<file path="src/rtl/mem_if_pkg.sv">
// Shared definitions for the memory-access initiator slice.
// Holds the access FSM state encoding and the default geometry/latency
// parameters used by mem_access_initiator and its latency counter.
package mem_if_pkg;

    localparam int unsigned ADDR_W_DEF = 9;   // 512-word RAM
    localparam int unsigned DATA_W_DEF = 32;
    localparam int unsigned RD_LAT_DEF = 1;   // cycles mem_read held before capture

    typedef enum logic [2:0] {
        ST_IDLE,
        ST_RD_WAIT,
        ST_WR,
        ST_CAPTURE,
        ST_DONE
    } mem_state_t;

endpackage

</file>
<file path="src/rtl/mem_lat_counter.sv">
// Read-latency down counter.
// Ports:
//   clock       in   rising-edge clock
//   clear       in   asynchronous active-high reset (count -> 0)
//   load        in   load load_value (has priority over dec)
//   load_value  in   W-bit start value
//   dec         in   decrement by one (saturates at zero)
//   zero        out  count == 0
module mem_lat_counter #(
    parameter int unsigned W = 1
) (
    input  logic         clock,
    input  logic         clear,
    input  logic         load,
    input  logic [W-1:0] load_value,
    input  logic         dec,
    output logic         zero
);

    logic [W-1:0] count;

    always_ff @(posedge clock or posedge clear) begin
        if (clear) begin
            count <= '0;
        end else if (load) begin
            count <= load_value;
        end else if (dec && (count != '0)) begin
            count <= count - W'(1);
        end
    end

    assign zero = (count == '0);

endmodule

</file>
<file path="src/rtl/mem_access_initiator.sv">
// Bus-master end of the memory-subsystem interface. Turns one-shot load/store
// requests into MAR/MDR/RAM strobes, captures load data and reports completion
// with a one-cycle done pulse (err flags an out-of-range address).
// Ports:
//   clock, clear          clock / asynchronous active-high reset
//   start, is_store       request strobe and direction (sampled when ready=1)
//   addr, wdata           request word address and store data
//   ready                 high in IDLE only
//   done, err             completion pulse, err valid with done
//   rdata                 data of the last successful load
//   mem_address           MAR to RAM
//   mem_read, mem_write   RAM strobes
//   mem_wdata             MDR to RAM
//   mem_rdata             RAM read data
module mem_access_initiator
    import mem_if_pkg::*;
#(
    parameter int unsigned ADDR_W = ADDR_W_DEF,
    parameter int unsigned DATA_W = DATA_W_DEF,
    parameter int unsigned RD_LAT = RD_LAT_DEF
) (
    input  logic              clock,
    input  logic              clear,
    input  logic              start,
    input  logic              is_store,
    input  logic [31:0]       addr,
    input  logic [DATA_W-1:0] wdata,
    output logic              ready,
    output logic              done,
    output logic              err,
    output logic [DATA_W-1:0] rdata,
    output logic [ADDR_W-1:0] mem_address,
    output logic              mem_read,
    output logic              mem_write,
    output logic [DATA_W-1:0] mem_wdata,
    input  logic [DATA_W-1:0] mem_rdata
);

    localparam int unsigned CNT_W = (RD_LAT < 2) ? 1 : $clog2(RD_LAT + 1);
    localparam logic [CNT_W-1:0] CNT_INIT = CNT_W'(RD_LAT - 1);

    mem_state_t        state, next_state;
    logic [ADDR_W-1:0] mar;
    logic [DATA_W-1:0] mdr;
    logic [DATA_W-1:0] rdata_q;
    logic              err_q;
    logic              out_of_range;
    logic              accept;
    logic              cnt_load, cnt_dec, cnt_zero;

    // Any set bit above the RAM word range makes the request invalid.
    assign out_of_range = ((addr >> ADDR_W) != 32'd0);
    assign accept       = (state == ST_IDLE) && start;

    mem_lat_counter #(.W(CNT_W)) u_lat_counter (
        .clock      (clock),
        .clear      (clear),
        .load       (cnt_load),
        .load_value (CNT_INIT),
        .dec        (cnt_dec),
        .zero       (cnt_zero)
    );

    always_ff @(posedge clock or posedge clear) begin
        if (clear) begin
            state <= ST_IDLE;
        end else begin
            state <= next_state;
        end
    end

    // rdata is kept apart from MDR so stores and errored requests, which
    // also load MDR, never disturb the last load result.
    always_ff @(posedge clock or posedge clear) begin
        if (clear) begin
            mar     <= '0;
            mdr     <= '0;
            rdata_q <= '0;
            err_q   <= 1'b0;
        end else begin
            if (accept) begin
                mar   <= addr[ADDR_W-1:0];
                err_q <= out_of_range;
                if (is_store) begin
                    mdr <= wdata;
                end
            end
            if (state == ST_CAPTURE) begin
                mdr     <= mem_rdata;
                rdata_q <= mem_rdata;
            end
        end
    end

    always_comb begin
        next_state = state;
        cnt_load   = 1'b0;
        cnt_dec    = 1'b0;
        unique case (state)
            ST_IDLE: begin
                if (start) begin
                    if (out_of_range) begin
                        next_state = ST_DONE;
                    end else if (is_store) begin
                        next_state = ST_WR;
                    end else begin
                        next_state = ST_RD_WAIT;
                        cnt_load   = 1'b1;
                    end
                end
            end
            ST_RD_WAIT: begin
                if (cnt_zero) begin
                    next_state = ST_CAPTURE;
                end else begin
                    cnt_dec = 1'b1;
                end
            end
            ST_WR:      next_state = ST_DONE;
            ST_CAPTURE: next_state = ST_DONE;
            ST_DONE:    next_state = ST_IDLE;
            default:    next_state = ST_IDLE;
        endcase
    end

    assign ready       = (state == ST_IDLE);
    assign done        = (state == ST_DONE);
    assign err         = (state == ST_DONE) && err_q;
    assign mem_read    = (state == ST_RD_WAIT) || (state == ST_CAPTURE);
    assign mem_write   = (state == ST_WR);
    assign mem_address = mar;
    assign mem_wdata   = mdr;
    assign rdata       = rdata_q;

endmodule

</file>
<file path="config.mk">
export PLATFORM = sky130hd
export DESIGN_NAME = mem_access_initiator
export DESIGN_NICKNAME = d
export VERILOG_FILES = /design/src/rtl/mem_if_pkg.sv /design/src/rtl/mem_lat_counter.sv /design/src/rtl/mem_access_initiator.sv
export SDC_FILE = /design/constraint.sdc
export NUM_CORES = 1
export LEC_CHECK = 0
export BUFFER_PORTS_ARGS = -buffer_cell sky130_fd_sc_hd__buf_4
export CORE_UTILIZATION = 41
export CTS_CLUSTER_SIZE = 24
export DETAILED_ROUTE_END_ITERATION = 8
export GPL_ROUTABILITY_DRIVEN = 0
export PLACE_DENSITY = 0.72
export SYNTH_ARGS = -nofsm -noshare
export SYNTH_HDL_FRONTEND = slang
export SYNTH_SLANG_ARGS = --single-unit
</file>
<file path="constraint.sdc">
create_clock -name clock -period 1.99 [get_ports clock]
set_input_delay 0.0995 -clock clock [delete_from_list [all_inputs] [get_ports clock]]
set_output_delay 0.0995 -clock clock [all_outputs]
set_load 0.02 [all_outputs]
</file>
# Word level (Yosys, flattened, before mapping)
# Cells that the tools add are included.
[totals]
ff_bits = 78
latch_bits = 0
mem_bits_rw = 0
mem_bits_ro = 0
in_bits = 100
output_inout_bits = 78
elab_cells = 41
n_memories = 0
[classes]
addsub = 1
mul = 0
div = 0
order_cmp = 0
eq_ne = 6
shifts = 0
mux = 16
bitwise = 0
n_reduce_logical = 12
[op_table]
columns = ["op", "n"]
rows = [
  ["$mux W32", 3],
  ["$reduce_bool A32 Y1", 1],
  ["$mux W3", 3],
  ["$pmux W3 S3", 1],
  ["$mux W1", 8],
  ["$eq A3 B2 Y1 const B", 2],
  ["$reduce_bool A2 Y1", 3],
  ["$ne A2 B2 Y1 const B", 2],
  ["$reduce_and A2 Y1", 2],
  ["$eq A3 B1 Y1 const B", 1],
  ["$eq A3 B3 Y1 const B", 1],
  ["$logic_and A1 B1 Y1", 3],
  ["$logic_not A3 Y1", 1],
  ["$mux W2", 1],
  ["$reduce_or A2 Y1", 1],
  ["$logic_or A1 B1 Y1", 1],
  ["$sub A1 B1 Y1 const B", 1],
]

# Logic depth before layout (Yosys ltp)
[logic_depth]
ltp_word = 5
depth_mapped = 6
mapped_depth_nobuf = 3

# Modules after synthesis
# From an unflattened synthesis, not the netlist that was laid out.
[hier_totals]
cells_unflattened = 308
area_unflattened_um2 = 3629.7
[by_module_without_submodules]
columns = ["mod", "instances", "cells_per_inst", "area_each_um2", "seq_area_each_um2"]
rows = [
  ["mem_access_initiator", 1, 303, 3580.9, 1926.8],
  ["mem_lat_counter", 1, 5, 48.8, 25.0],
]

# Worst setup path before layout
# Ideal clock, no wire load.
[synth_timing]
path_type = "flip-flop to flip-flop"
from = "register state[2]"
to = "register mdr[10], in the netlist mem_wdata[10]"
setup_time_ns = 0.125
t_arrival_ns = 1.473
required_time_ns = 1.865
slack_ns = 0.392
stages_incl_launch_ff = 7
n_path_buf = 3
period_less_slack_ns = 1.598
path_cell_list = "dfrtp_1 -> buf_2 -> nand3b_4 -> buf_6 -> buf_6 -> mux2_4 -> mux2_2"
[synth_via]
elab_chain_len = 4
elab_cells_between_ends = 7
classes_between = "1 x eq/ne; 1 x mux; 5 x reduce/logical"
[synth_rtl]
columns = ["element", "line_no", "rtl"]
rows = [
  ["start, declared", "mem_access_initiator.sv:42", "mem_state_t state, next_state;"],
  ["start signal, assigned", "mem_access_initiator.sv:68", "state <= next_state;"],
  ["$logic_not A3 Y1", "mem_access_initiator.sv:53", "assign accept = (state == ST_IDLE) && start;"],
  ["$logic_and A1 B1 Y1", "mem_access_initiator.sv:53", ""],
  ["$reduce_bool A2 Y1 (no line)", "--", ""],
  ["$reduce_and A2 Y1 (no line)", "--", ""],
  ["end signal, assigned", "mem_access_initiator.sv:85", "mdr <= wdata;"],
  ["end signal, assigned", "mem_access_initiator.sv:89", "mdr <= mem_rdata;"],
  ["end, declared", "mem_access_initiator.sv:44", "logic [DATA_W-1:0] mdr;"],
]
# Several ways; a longest one is shown, not always the timed one.
# A chain may end at the register's enable or synchronous reset.

# Worst setup path in the final report
[layout_timing]
from = "register state[0]"
to = "register mdr[12], in the netlist mem_wdata[12]"
# The elaborated chain is that of the path after synthesis.

==> impl_metrics.tcl <==
set metrics [dict create \
    status "finished clean" \
    io_pins 178 \
    fp.dieH_um 95.3 \
    rsz0062_at_grt "false" \
    dieArea_mm2 0.00909 \
    synth.area.top_cells "dfrtp_1, mux2_2, mux2_4" \
    avgSynthCellArea_um2 15.5 \
    postLayoutCellArea_mm2 0.00566 \
    fin_tns_setup_ps 0 \
    final_common_cell "buf_4" \
    drt-pass1-iter-count 4 \
    cts.reportedPaths.clkPinSlew_ps 70 \
    grt_max_degree 43 \
    h-tree-depth 3 \
    ff2ff_path_depth 4 \
    coreArea_mm2 0.00834 \
    areaGrowthSynthToFinish_pct 58.6 \
    drv_cap 0 \
    synth_nets 331 \
    synth_flop_cell "dfrtp_1" \
    hold_end "rdata[29]$_DFFE_PP0P_" \
    fin_ws_ps 302 \
    worstReg2RegStart "state[0]$_DFFE_PP0P_" \
    timing.fmax_ghz 0.593 \
    setup_viol 0 \
    yosysTopAreaCell "dfrtp_1" \
    clock_skew_ps 10.9 \
    grt_overflow 0 \
    port_buffers 177 \
    synth_fa_ha_area_share_pct 0 \
    r2r-end "mem_wdata[12]$_DFFE_PP0P_" \
    required_ps 2210 \
    grt_pass1_vias 2673 \
    wl_per_cell_um 14.9 \
    detail_route.vias_per_cell 4.97 \
    die-width_um 95.3 \
    crit_type "flip-flop to flip-flop" \
    synth_top_family_by_area "multiplexers" \
    arrival_ps 1910 \
    numCtsBuffers 9 \
    vdd_drop_max_uv 515 \
    cp-end-kind "flip-flop" \
    hold_class "input pin to flip-flop" \
    report.final.slew_viol_count 0 \
    nNetsFinal 555 \
    synthMuxAreaShare_pct 35.7 \
    ys_ff_latch 78 \
    synth-compound-area-share_pct 1.40 \
    synth-xor-area-share_pct 0 \
    synth_seq_area_share_pct 54.6 \
    drt_iter0_drc 54 \
    synth_edf_count 0 \
    clock-root-buffer "clkbuf_8" \
    final_cell_mix "buf_4, dfrtp_1, mux2_2" \
    rrSetupSlack_ps 300 \
    grt_pass1_wl_um 12700 \
    path_max_fanout 22 \
    dp_slack_ps 306 \
    track_usage_pct 18.4 \
    clockBufferDepth 2 \
    synthCells 231 \
    tightest_slew_ps 524 \
    initial_core_util_pct 42.8 \
    vias 2806 \
    drc 0 \
    leakagePower_nw 2.77 \
    netlist.area_leader.share_pct 54.6 \
    powerDensity_mw_per_mm2 756 \
    clock_sinks 78 \
    finalCriticalPeriod_ps 1690 \
    synth_area_mm2 0.00357 \
    dp_hpwl_um 5930 \
    drtAntennaViolNets 0 \
    finalHoldViolations 0 \
    synth.distinct_cells 29 \
    min_from "mem_rdata[29]" \
    synth_warnings 0 \
    yosys.area_share.simple_pct 5.36 \
    min_path_cells 2 \
    antenna_found_initial 0 \
    clock_latency_ps 340 \
    fin_crit_sh_pct 84.8 \
    diodes 0 \
    worstSetupStartpointType "flip-flop" \
    drt-total-wl_um 8440 \
    post_cts_buffers 0 \
    drive_above_1_share_pct 67.0 \
    slew_headroom_pct 65.0 \
    async_reset_ff_share_pct 100 \
    cts_tree "built" \
    rows 33 \
    postPlaceCellArea_mm2 0.00504 \
]
==> metrics by stage <==
step                util (%)  hold slack, ps  total power (W)  instances
finish                  67.9            21.4          0.00428        565
global route            67.9           0.146          0.00450        565
CTS                     67.3           0.633          0.00432        560
detailed placement      60.4             172          0.00294        509
global placement        60.4             167          0.00292        509
floorplan                  -             249          0.00240        231
==> how the worst max path moves through the flow <==
stage                               from                        end  slack (ps)
CTS                 state[0]$_DFFE_PP0P_  mem_wdata[12]$_DFFE_PP0P_         300
finish              state[0]$_DFFE_PP0P_  mem_wdata[12]$_DFFE_PP0P_         300
global route        state[0]$_DFFE_PP0P_  mem_wdata[12]$_DFFE_PP0P_         240
global placement    state[0]$_DFFE_PP0P_   mem_wdata[5]$_DFFE_PP0P_         350
floorplan           state[2]$_DFFE_PP0P_  mem_wdata[10]$_DFFE_PP0P_         390
detailed placement  state[0]$_DFFE_PP0P_  mem_wdata[26]$_DFFE_PP0P_         310
==> registers in the layout (all words and copies together), names as in the netlist <==
signal and count:
mem_wdata 32, err_q 1, state 3, mem_address 9
rdata 32, u_lat_counter.count 1
==> routing by layer <==
layer / vias to the layer above / track usage [%] / routed length (um)
met5: - / 0 / 0
met4: 0 / 5.56 / 129
met3: 13 / 6.46 / 689
met2: 123 / 29.9 / 4160
met1: 1380 / 22.9 / 3460
li1: 1290 / - / -
==> kinds of logic (layout without fill, tap and decap cells) <==
kind of cell | count (synthesis) | in the layout
flip-flops | 78 | 78
buffers and inverters | 15 | 244
multiplexers | 105 | 105
AND/OR/NAND/NOR | 26 | 26
AO/OA/AOI/OAI | 7 | 7
==> what timing repair did <==
action | in CTS | in global routing
hold buffers | 35 | 5
hold endpoints to repair | 55 | 5
gates resized for setup | 0 | 0
==> area by class of cell <==
class	instances	area, um^2
sequential	78	1950
timing repair buffer	226	1820
fill	615	2680
tap	105	131
inverter	2	11.3
clock inverter	5	81.3
multi-input combinational	138	1530
clock buffer	11	141
==> power by group <==
group | switching (W) | internal, W | total (W) | leakage (nW)
sequential | 0.0000986 | 0.00177 | 0.00187 | 0.909
clock | 0.000569 | 0.000744 | 0.00131 | 0.110
combinational | 0.000493 | 0.000607 | 0.00110 | 1.75
==> synth_stat cells, drive strengths merged (2+ instances only) <==
cell	count
mux2	105
dfrtp	78
buf	13
nor4	5
nor2	3
nor3	3
inv	2
nand4	2
nor3b	2
nor4b	2
o21ai	2
or4	2
==> worst max-delay path, cell delays in order (launching register included) <==
cell and delay [ps]:
dfrtp_1 490, nand3b_4 150, buf_4 340, mux2_4 330
mux2_2 260
No activity file was read; power rests on OpenSTA's default activity.
